### config.mk
export PLATFORM = sky130hd
export DESIGN_NAME = moldudp64_msg_beat_seq
export DESIGN_NICKNAME = d
export VERILOG_FILES = /design/src/rtl/moldudp64_msg_beat_seq.sv
export SDC_FILE = /design/constraint.sdc
export NUM_CORES = 1
export LEC_CHECK = 0
export BUFFER_PORTS_ARGS = -buffer_cell sky130_fd_sc_hd__buf_2
export CAP_MARGIN = 30
export CORE_MARGIN = 1
export CORE_UTILIZATION = 47
export CTS_BUF_LIST = sky130_fd_sc_hd__clkbuf_4 sky130_fd_sc_hd__clkbuf_8
export CTS_CLUSTER_SIZE = 20
export DETAILED_ROUTE_END_ITERATION = 8
export PLACE_DENSITY = 0.8
export SLEW_MARGIN = 10
export SYNTH_ARGS = -nofsm -noshare
export SYNTH_HDL_FRONTEND = slang
export SYNTH_SLANG_ARGS = --single-unit
### constraint.sdc
create_clock -name clk -period 3.95 [get_ports clk]
set_input_delay 0.5925 -clock clk [delete_from_list [all_inputs] [get_ports clk]]
set_output_delay 0.5925 -clock clk [all_outputs]
set_load 0.02 [all_outputs]
### src/rtl/moldudp64_msg_beat_seq.sv
// Per-message beat sequencer: walks a MoldUDP64 message across DATA_BYTES-wide beats and emits lane masks.
// Optional macro MOLDUDP64_MASK_MSB_EN selects the MSB thermometer mask convention (lane 0 -> MSB).
module moldudp64_msg_beat_seq #(
  parameter int LEN_W      = 16,
  parameter int DATA_BYTES = 8,
  parameter int OFF_W      = 3
) (
  input  logic                  clk,
  input  logic                  rst,
  input  logic                  len_valid_i,
  output logic                  len_ready_o,
  input  logic [LEN_W-1:0]      len_i,
  input  logic [OFF_W-1:0]      off_i,
  output logic                  beat_valid_o,
  input  logic                  beat_ready_i,
  output logic [DATA_BYTES-1:0] beat_mask_o,
  output logic                  beat_first_o,
  output logic                  beat_last_o,
  output logic [OFF_W-1:0]      next_off_o
);

  localparam logic [0:0] ST_IDLE = 1'b0;
  localparam logic [0:0] ST_BUSY = 1'b1;

  logic [0:0]            state_r;
  logic [LEN_W-1:0]      rem_r;
  logic [OFF_W-1:0]      off_r;
  logic                  first_r;
  logic [OFF_W-1:0]      next_off_r;

  logic                  busy_s;
  logic                  last_s;
  logic                  fire_s;
  logic                  accept_s;
  logic [OFF_W:0]        space_s;
  logic [OFF_W:0]        take_s;
  logic [OFF_W:0]        end_s;
  logic [DATA_BYTES-1:0] mask_lsb_s;
  logic [DATA_BYTES-1:0] mask_s;

  // Lanes 0..n-1 set.
  function automatic logic [DATA_BYTES-1:0] thermo(input logic [OFF_W:0] n);
    logic [DATA_BYTES-1:0] t;
    for (int i = 0; i < DATA_BYTES; i++) begin
      t[i] = (i < int'(n));
    end
    return t;
  endfunction

  // Per-beat lane arithmetic and handshake decode; off+take kept one bit wider so a full beat reads as DATA_BYTES.
  always_comb begin
    busy_s  = (state_r == ST_BUSY) && !rst;
    space_s = (OFF_W+1)'(DATA_BYTES) - {1'b0, off_r};
    last_s  = (rem_r <= LEN_W'(space_s));
    if (last_s) begin
      take_s = rem_r[OFF_W:0];
    end else begin
      take_s = space_s;
    end
    end_s      = {1'b0, off_r} + take_s;
    mask_lsb_s = thermo(end_s) & ~thermo({1'b0, off_r});
    mask_s     = {DATA_BYTES{1'b0}};
`ifdef MOLDUDP64_MASK_MSB_EN
    for (int i = 0; i < DATA_BYTES; i++) begin
      mask_s[i] = mask_lsb_s[DATA_BYTES-1-i];
    end
`else
    mask_s = mask_lsb_s;
`endif
    fire_s = busy_s && beat_ready_i;
    if (busy_s) begin
      len_ready_o = last_s && beat_ready_i;
    end else begin
      len_ready_o = !rst;
    end
    accept_s = len_valid_i && len_ready_o;
  end

  assign beat_valid_o = busy_s;
  assign beat_mask_o  = busy_s ? mask_s : {DATA_BYTES{1'b0}};
  assign beat_first_o = busy_s && first_r;
  assign beat_last_o  = busy_s && last_s;
  assign next_off_o   = next_off_r;

  // Message walk; a length accepted on the last beat overrides the return to IDLE for zero-bubble chaining.
  always_ff @(posedge clk) begin
    if (rst) begin
      state_r    <= ST_IDLE;
      rem_r      <= {LEN_W{1'b0}};
      off_r      <= {OFF_W{1'b0}};
      first_r    <= 1'b0;
      next_off_r <= {OFF_W{1'b0}};
    end else begin
      if (fire_s) begin
        rem_r   <= rem_r - LEN_W'(take_s);
        off_r   <= {OFF_W{1'b0}};
        first_r <= 1'b0;
        if (last_s) begin
          next_off_r <= end_s[OFF_W-1:0];
          state_r    <= ST_IDLE;
        end
      end
      if (accept_s) begin
        rem_r   <= len_i;
        off_r   <= off_i;
        first_r <= 1'b1;
        if (len_i == {LEN_W{1'b0}}) begin
          next_off_r <= off_i;
          state_r    <= ST_IDLE;
        end else begin
          state_r <= ST_BUSY;
        end
      end
    end
  end

`ifdef FORMAL
  moldudp64_msg_beat_seq_chk #(
    .LEN_W(LEN_W), .DATA_BYTES(DATA_BYTES), .OFF_W(OFF_W)
  ) u_chk (
    .clk(clk), .rst(rst), .accept(accept_s), .len_i(len_i),
    .beat_valid(beat_valid_o), .beat_ready(beat_ready_i), .beat_last(beat_last_o),
    .mask(beat_mask_o), .take(take_s)
  );
`endif

endmodule

`ifdef FORMAL
// Property checker: mask shape and per-message byte accounting.
module moldudp64_msg_beat_seq_chk #(
  parameter int LEN_W      = 16,
  parameter int DATA_BYTES = 8,
  parameter int OFF_W      = 3
) (
  input logic                  clk,
  input logic                  rst,
  input logic                  accept,
  input logic [LEN_W-1:0]      len_i,
  input logic                  beat_valid,
  input logic                  beat_ready,
  input logic                  beat_last,
  input logic [DATA_BYTES-1:0] mask,
  input logic [OFF_W:0]        take
);
  logic [LEN_W:0] target_r;
  logic [LEN_W:0] acc_r;
  int             edges_s;

  // Mask shape.
  always_comb begin
    edges_s = 0;
    for (int i = 0; i < DATA_BYTES - 1; i++) begin
      edges_s = edges_s + ((mask[i] != mask[i+1]) ? 1 : 0);
    end
    if (!rst) begin
      assert (edges_s <= 2);
      if (beat_valid) begin
        assert ($countones(mask) == int'(take));
      end else begin
        assert (mask == {DATA_BYTES{1'b0}});
      end
    end
  end

  // Byte accounting across a message.
  always_ff @(posedge clk) begin
    if (rst) begin
      target_r <= {(LEN_W+1){1'b0}};
      acc_r    <= {(LEN_W+1){1'b0}};
    end else begin
      if (beat_valid && beat_ready) begin
        acc_r <= acc_r + (LEN_W+1)'($countones(mask));
        if (beat_last) begin
          assert (acc_r + (LEN_W+1)'($countones(mask)) == target_r);
        end
      end
      if (accept) begin
        target_r <= {1'b0, len_i};
        acc_r    <= {(LEN_W+1){1'b0}};
      end
    end
  end
endmodule
`endif
==> run metrics, run 1 <==
outcome complete, but fails checks; failing checks negative setup slack; worst-path fanout max 7; Yosys warning count 0; Die Y ~64 um; fraction of layout cells with a size suffix above 1 about two fifths; drt drc 0; WHS Endpoint first_r; Mapped Cells about 230; CP Class reg2out; EDFF count, synth 0; hold wc startpoint first_r; worst vdd ir around 250 uV; vias in the first global route about 1800; global route overflow 0; Routed WL per cell 17.7 um; initial core utilization between 40% and 50%; f_max approximately 0.23 GHz; Final Hold Vio Count 0; number of maximum-capacitance violations 0; starting DRC count in detailed routing roughly 140; post-route setup slack -0.338 ns; Startpoint Class flop; Final Cycle Share 109%; Worst Hold Depth 1; antenna violations before repair 0; RR Endpoint rem_r[12]; total die area a little over 4000 um2; total core area between 3000 and 4000 um2; TritonCTS clock tree yes; DP Worst Slack -0.0817 ns; total CTS buffers 3; Root Buffer Master clkbuf_8; syn_nets ~260; reg2reg start off_r[1]; Slew Limit Headroom approximately 72%; Antenna Violating Nets Remaining 0; ys async rst share 0%; drt total wl between 5000 and 6000 um; Reg2Reg Depth 18; vias per cell about 6; H-tree Lvls 1; Req. time, crit path about 3.4 ns; skew final about 0.0021 ns; Core Util, Final about 67%; top cell type's share of synthesized area a little over a quarter; final instance area roughly 2500 um2; total number of vias 1900; Synth Area per Inst around 8.0 um2; synth unique cells 44; area leader, netlist dfxtp_1; CTS clk-pin slew, worst paths 0.08 ns; I/O pin cnt 38; GRT Total Usage about 25%; diode count 0; Detailed Routing Iterations Pass 1 4; global-route wire length before repair 8220 um; Hold Slack 0.482 ns; Worst Setup SP off_r[1]; Final Slew Violations 0; GPL Wtd Cong ~0.86; FF+latch count, synth 24; Placed Area around 2100 um2; Max clock buf depth 2; Row Count 22; Reg2Reg Setup Slack 0.07 ns; Least-Margin Pin Slew 0.416 ns; Hold Buf Count CTS 0; final setup violation count 8; NumNets Final approximately 310; area grow syn2layout 35.4%; commonest register cell after synthesis dfxtp_1; port bufs 37; pwr/cell area ~360 nW/um2; mapped cell area 1820 um2; number of fill cells a little over 300; Post-DP HPWL about 3300 um; worst-skew pair later-pin latency ~0.26 ns; Critical Path AT roughly 3.7 ns; Final min period roughly 4.3 ns; min-delay worst type reg2reg; largest net degree at the start of global routing 27; Synth area leaders dfxtp_1 (26%), ha_1 (8.9%), a21oi_1 (5.8%), nand2_1 (5.6%), xnor2_1 (4.8%); clock sink count 24; RSZ-0062 raised after global routing true; Critical Path Sink Type output port; die width between 60 and 70 um; Leak ~0.0010 uW; register area share after synthesis a little over a quarter
==> kinds of logic (layout without fill, tap and decap cells) <==
group,Yosys count,after routing,synth area share (%)
XOR/XNOR,15,15,7.63
buffers and inverters,26,75,6.88
flip-flops,24,24,26.4
multiplexers,8,8,4.40
AND/OR/NAND/NOR,83,83,24.1
AO/OA/AOI/OAI,55,55,19.4
adder cells (fa/ha/maj),15,15,11.1
==> timing repair <==
item | 4_1_cts | 5_1_grt
gates cloned | 0 | 0
resized for setup | 25 | 32
pin swaps | 13 | 19
endpoints found under the setup margin | 8 | 13
setup buffers | 7 | 5
==> cells in the mapped netlist, types with 5 or more instances <==
library cell	instances
a21oi_1	21
inv_1	14
mux2i_1	8
o21ai_0	10
or3_1	5
clkbuf_1	5
nand2_1	27
nor2_1	14
dfxtp_1	24
ha_1	13
o31ai_1	11
xnor2_1	10
nor4_1	7
==> sequential cells by signal, indices dropped and copies added (netlist names) <==
signal,count
next_off_o,3
first_r,1
state_r,1
off_r,3
rem_r,16
==> worst max-delay path by stage <==
stage                     cells past startpoint        endpoint
after floorplan                              18  beat_mask_o[0]
after global placement                       17  beat_mask_o[0]
after detailed placement                     17  beat_mask_o[0]
after CTS                                    17  beat_mask_o[0]
after global routing                         15  beat_mask_o[5]
final                                        15  beat_mask_o[5]
==> cells in the final DEF (no fill, tap or decap), types with 4 or more instances in the layout <==
cell	n
ha_4	4
nand3b_1	4
dfxtp_1	22
a21oi_2	5
ha_1	8
xnor2_1	9
o21ai_0	7
inv_1	9
xor2_1	4
o31ai_1	11
a21oi_1	15
nand2_1	24
mux2i_1	8
buf_4	23
buf_2	31
nor4_1	6
nor2_1	13
clkbuf_8	4
nor3_1	4
==> worst max-delay path, stage by stage, from the launching register on <==
cell	delay [ns]
dfxtp_4	0.36
buf_6	0.12
or3_4	0.42
ha_4	0.30
and4_4	0.22
a21oi_4	0.04
nor2b_4	0.23
nand2_2	0.11
o21ai_2	0.08
ha_2	0.21
inv_2	0.05
fa_2	0.38
xnor2_4	0.25
nand2_1	0.13
a221oi_2	0.32
buf_4	0.20
==> where the power goes <==
part           switching [uW]  internal [uW]  leakage [uW]
sequential               25.5            262      0.000198
combinational             242            195      0.000815
clock                    77.4           89.0     0.0000288
total                     345            546       0.00104
==> through the flow <==
step	total power, uW	instances	setup TNS, ns
after CTS	817	321	-0.233
after global routing	933	323	-2.55
after global placement	599	310	0
after detailed placement	606	310	-0.111
after floorplan	522	226	0
final	891	323	-1.58
==> cell type report <==
type / count / area [um2] / share of cell area [%]
timing repair buffer: 57 / 362 / 14.7
sequential: 24 / 488 / 19.8
tap: 48 / 60.1 / 2.44
multi-input combinational: 176 / 1440 / 58.5
inverter: 14 / 57.6 / 2.34
clock buffer: 4 / 55.1 / 2.24
==> per-layer routing <==
metal / share of wire, % / global-route usage (%)
met5: 0 / 0
met4: 5.8 / 10.3
met3: 3.7 / 2.86
met2: 50 / 44.7
met1: 40 / 31.2
No activity file was read; power rests on OpenSTA's default activity.
==> run 2, diff against run 1 <==
GPL_TIMING_DRIVEN = 0   (was unset)
==> run metrics, run 2 (synthesis gave the netlist of run 1 again) <==
commonest non-fill, non-tap cells in the layout buf_2 (34), buf_4 (24), nand2_1 (22) (was buf_2 (31), nand2_1 (24), buf_4 (23)); reg2reg start off_r[1] (unchanged); I/O pin cnt 38 (unchanged); WP depth 15 (unchanged); Least-Margin Pin Slew 0.466 ns (was 0.416 ns); NumNets Final 324 (was 314); Startpoint Class flop (unchanged); NetSw 325 uW (was 345 uW); Switching Share 37.4% (was 38.7%); Req. time, crit path 3.36 ns (about the same); final setup violation count 7 (was 8); RSZ-0062 raised after global routing true (unchanged); Slowest cell on crit path or3_1 (was or3_4); Critical Path AT 3.55 ns (was 3.70 ns); combinational share of power 47.9% (was 49.1%); H-tree Lvls 1 (unchanged); min-delay worst type reg2reg (unchanged); Detailed Routing Iterations Pass 1 5 (was 4); outcome complete, but fails checks (unchanged); Hold Buf Count CTS 0 (unchanged); Root Buffer Master clkbuf_8 (unchanged); RR Endpoint rem_r[12] (unchanged); fraction of layout cells with a size suffix above 1 40.4% (was 39.6%); GPL Wtd Cong 0.848 (was 0.859); drt drc 0 (unchanged); P_int 545 uW (was 546 uW); commonest non-fill, non-tap cell in the layout buf_2 (unchanged); clock sink count 24 (unchanged); Buffers & Inverters on Critical Path 3 (unchanged); Worst Hold Depth 1 (unchanged); antenna violations before repair 0 (unchanged); GRT Total Usage 25.2% (was 25.4%); Routed WL per cell 15.3 um (was 17.7 um); largest reg by FF count rem_r (unchanged); worst vdd ir 248 uV (was 252 uV); TritonCTS clock tree yes (unchanged); CTS clk-pin slew, worst paths 0.08 ns (about the same); crit path cell chain or3_1 > ha_4 > and4_1 > a21oi_2 > nor2b_2 > buf_6 > nand2_4 > o21ai_4 > ha_4 > inv_2 > fa_2 > xnor2_4 > nor2_2 > a2111oi_4 > buf_4 (was buf_6 > or3_4 > ha_4 > and4_4 > a21oi_4 > nor2b_4 > nand2_2 > o21ai_2 > ha_2 > inv_2 > fa_2 > xnor2_4 > nand2_1 > a221oi_2 > buf_4); CP top delay family simple AND/OR/NAND/NOR gates (unchanged); total core area 3690 um2 (unchanged); worst-skew pair later-pin latency 0.27 ns (was 0.26 ns); worst-path fanout max 7 (unchanged); max reg flops 16 (unchanged); CP most frequent cell ha_4; CP Class reg2out (unchanged); total CTS buffers 3 (unchanged); pwr/cell area 342 nW/um2 (was 362 nW/um2); Final Cycle Share 105% (was 109%); global-route wire length before repair 8260 um (was 8220 um); Die Y 64.2 um (unchanged); post-route setup slack -0.190 ns (was -0.338 ns); f_max 0.242 GHz (was 0.233 GHz); Core Util, Final 68.9% (was 66.8%); Slew Limit Headroom 69.0% (was 72.3%); total die area 4120 um2 (unchanged); slowest stage delay, CP 0.44 ns (was 0.42 ns); Reg2Reg Setup Slack 0.01 ns (was 0.07 ns); CP Capture Point beat_mask_o[0] (was beat_mask_o[5]); total number of vias 1878 (was 1900); starting DRC count in detailed routing 68 (was 143); Final min period 4.14 ns (was 4.29 ns); Antenna Violating Nets Remaining 0 (unchanged); Placed Area 2110 um2 (was 2120 um2); diode count 0 (unchanged); Reg2Reg Depth 17 (was 18); final instance area 2540 um2 (was 2460 um2); Flop pwr share 33.1% (was 32.2%); Final Slew Violations 0 (unchanged); port bufs 37 (unchanged); drt total wl 5100 um (was 5710 um); failing checks negative setup slack (unchanged); Critical Path Sink Type output port (unchanged); Leak 0.00109 uW (was 0.00104 uW); number of maximum-capacitance violations 0 (unchanged); largest net degree at the start of global routing 14 (was 27); global route overflow 0 (unchanged); vias per cell 5.64 (was 5.88); vias in the first global route 1835 (was 1782); Row Count 22 (unchanged); Final Hold Vio Count 0 (unchanged); Max clock buf depth 2 (unchanged); die width 64.2 um (unchanged); Post-DP HPWL 3380 um (was 3340 um); Worst Setup SP off_r[0] (was off_r[1]); initial core utilization 49.3% (unchanged); skew final 0.00478 ns (was 0.00214 ns); clock power share 19.1% (was 18.7%); Overall Power 870 uW (was 891 uW); area grow syn2layout 39.7% (was 35.4%)
## run 2: metrics by stage
stage	hold slack (ns)	setup WS, ns	std cells	TNS [ns]
global route	0.533	-0.343	333	-2.43
finish	0.485	-0.190	333	-0.719
floorplan	0.452	0.00802	226	0
global placement	0.460	-0.377	311	-2.85
detailed placement	0.468	-0.430	311	-3.48
CTS	0.485	-0.242	328	-1.13
## run 2: worst min-delay path by stage
| stage | startpoint | end |
|---|---|---|
| 4_1_cts | first_r | first_r |
| 2_1_floorplan | first_r | first_r |
| 3_5_place_dp | first_r | first_r |
| 6_report | first_r | first_r |
| 5_1_grt | first_r | first_r |
| 3_3_place_gp | first_r | first_r |
## run 2: what timing repair did
item | 4_1_cts | 5_1_grt
pin swaps | 13 | 16
buffers inserted | 13 | 8
hold endpoints to repair | 0 | 0
endpoints found under the setup margin | 16 | 16
gates resized for setup | 26 | 35
## run 2: metal layers
metal	wire (um)	track usage, %	share of wire, %	vias to the layer above
met5	0	0	0	-
met4	121	7.22	2.4	0
met3	188	2.86	3.7	12
met2	2470	43.2	48	49
met1	2320	33.0	45	897
li1	-	-	-	920
## run 2: cell type report
class | instances | area [um2]
Tap cell | 48 | 60.1
Inverter | 14 | 62.6
Buffer | 10 | 65.1
Fill cell | 327 | 1150
Multi-Input combinational cell | 176 | 1450
Sequential cell | 24 | 489
Clock buffer | 4 | 55.1
Timing Repair Buffer | 57 | 362
## run 2: power groups by stage
stage	Sequential, uW	Combinational, uW	Clock [uW]
4_1_cts	284	361	168
3_3_place_gp	289	300	0
6_report	288	416	166
3_5_place_dp	290	305	0
5_1_grt	291	453	178
2_1_floorplan	285	237	0
## run 2: worst register-to-register path: cells and delay by family (launching register included)
family,cells,cell delay [ns]
xor gates and xnor gates,1,0.11
buffers and inverters,4,0.35
and+or+nand+nor,5,1.44
adders and majority gates,3,0.78
DFF,1,0.39
AOI/OAI and AO/OA,4,0.78
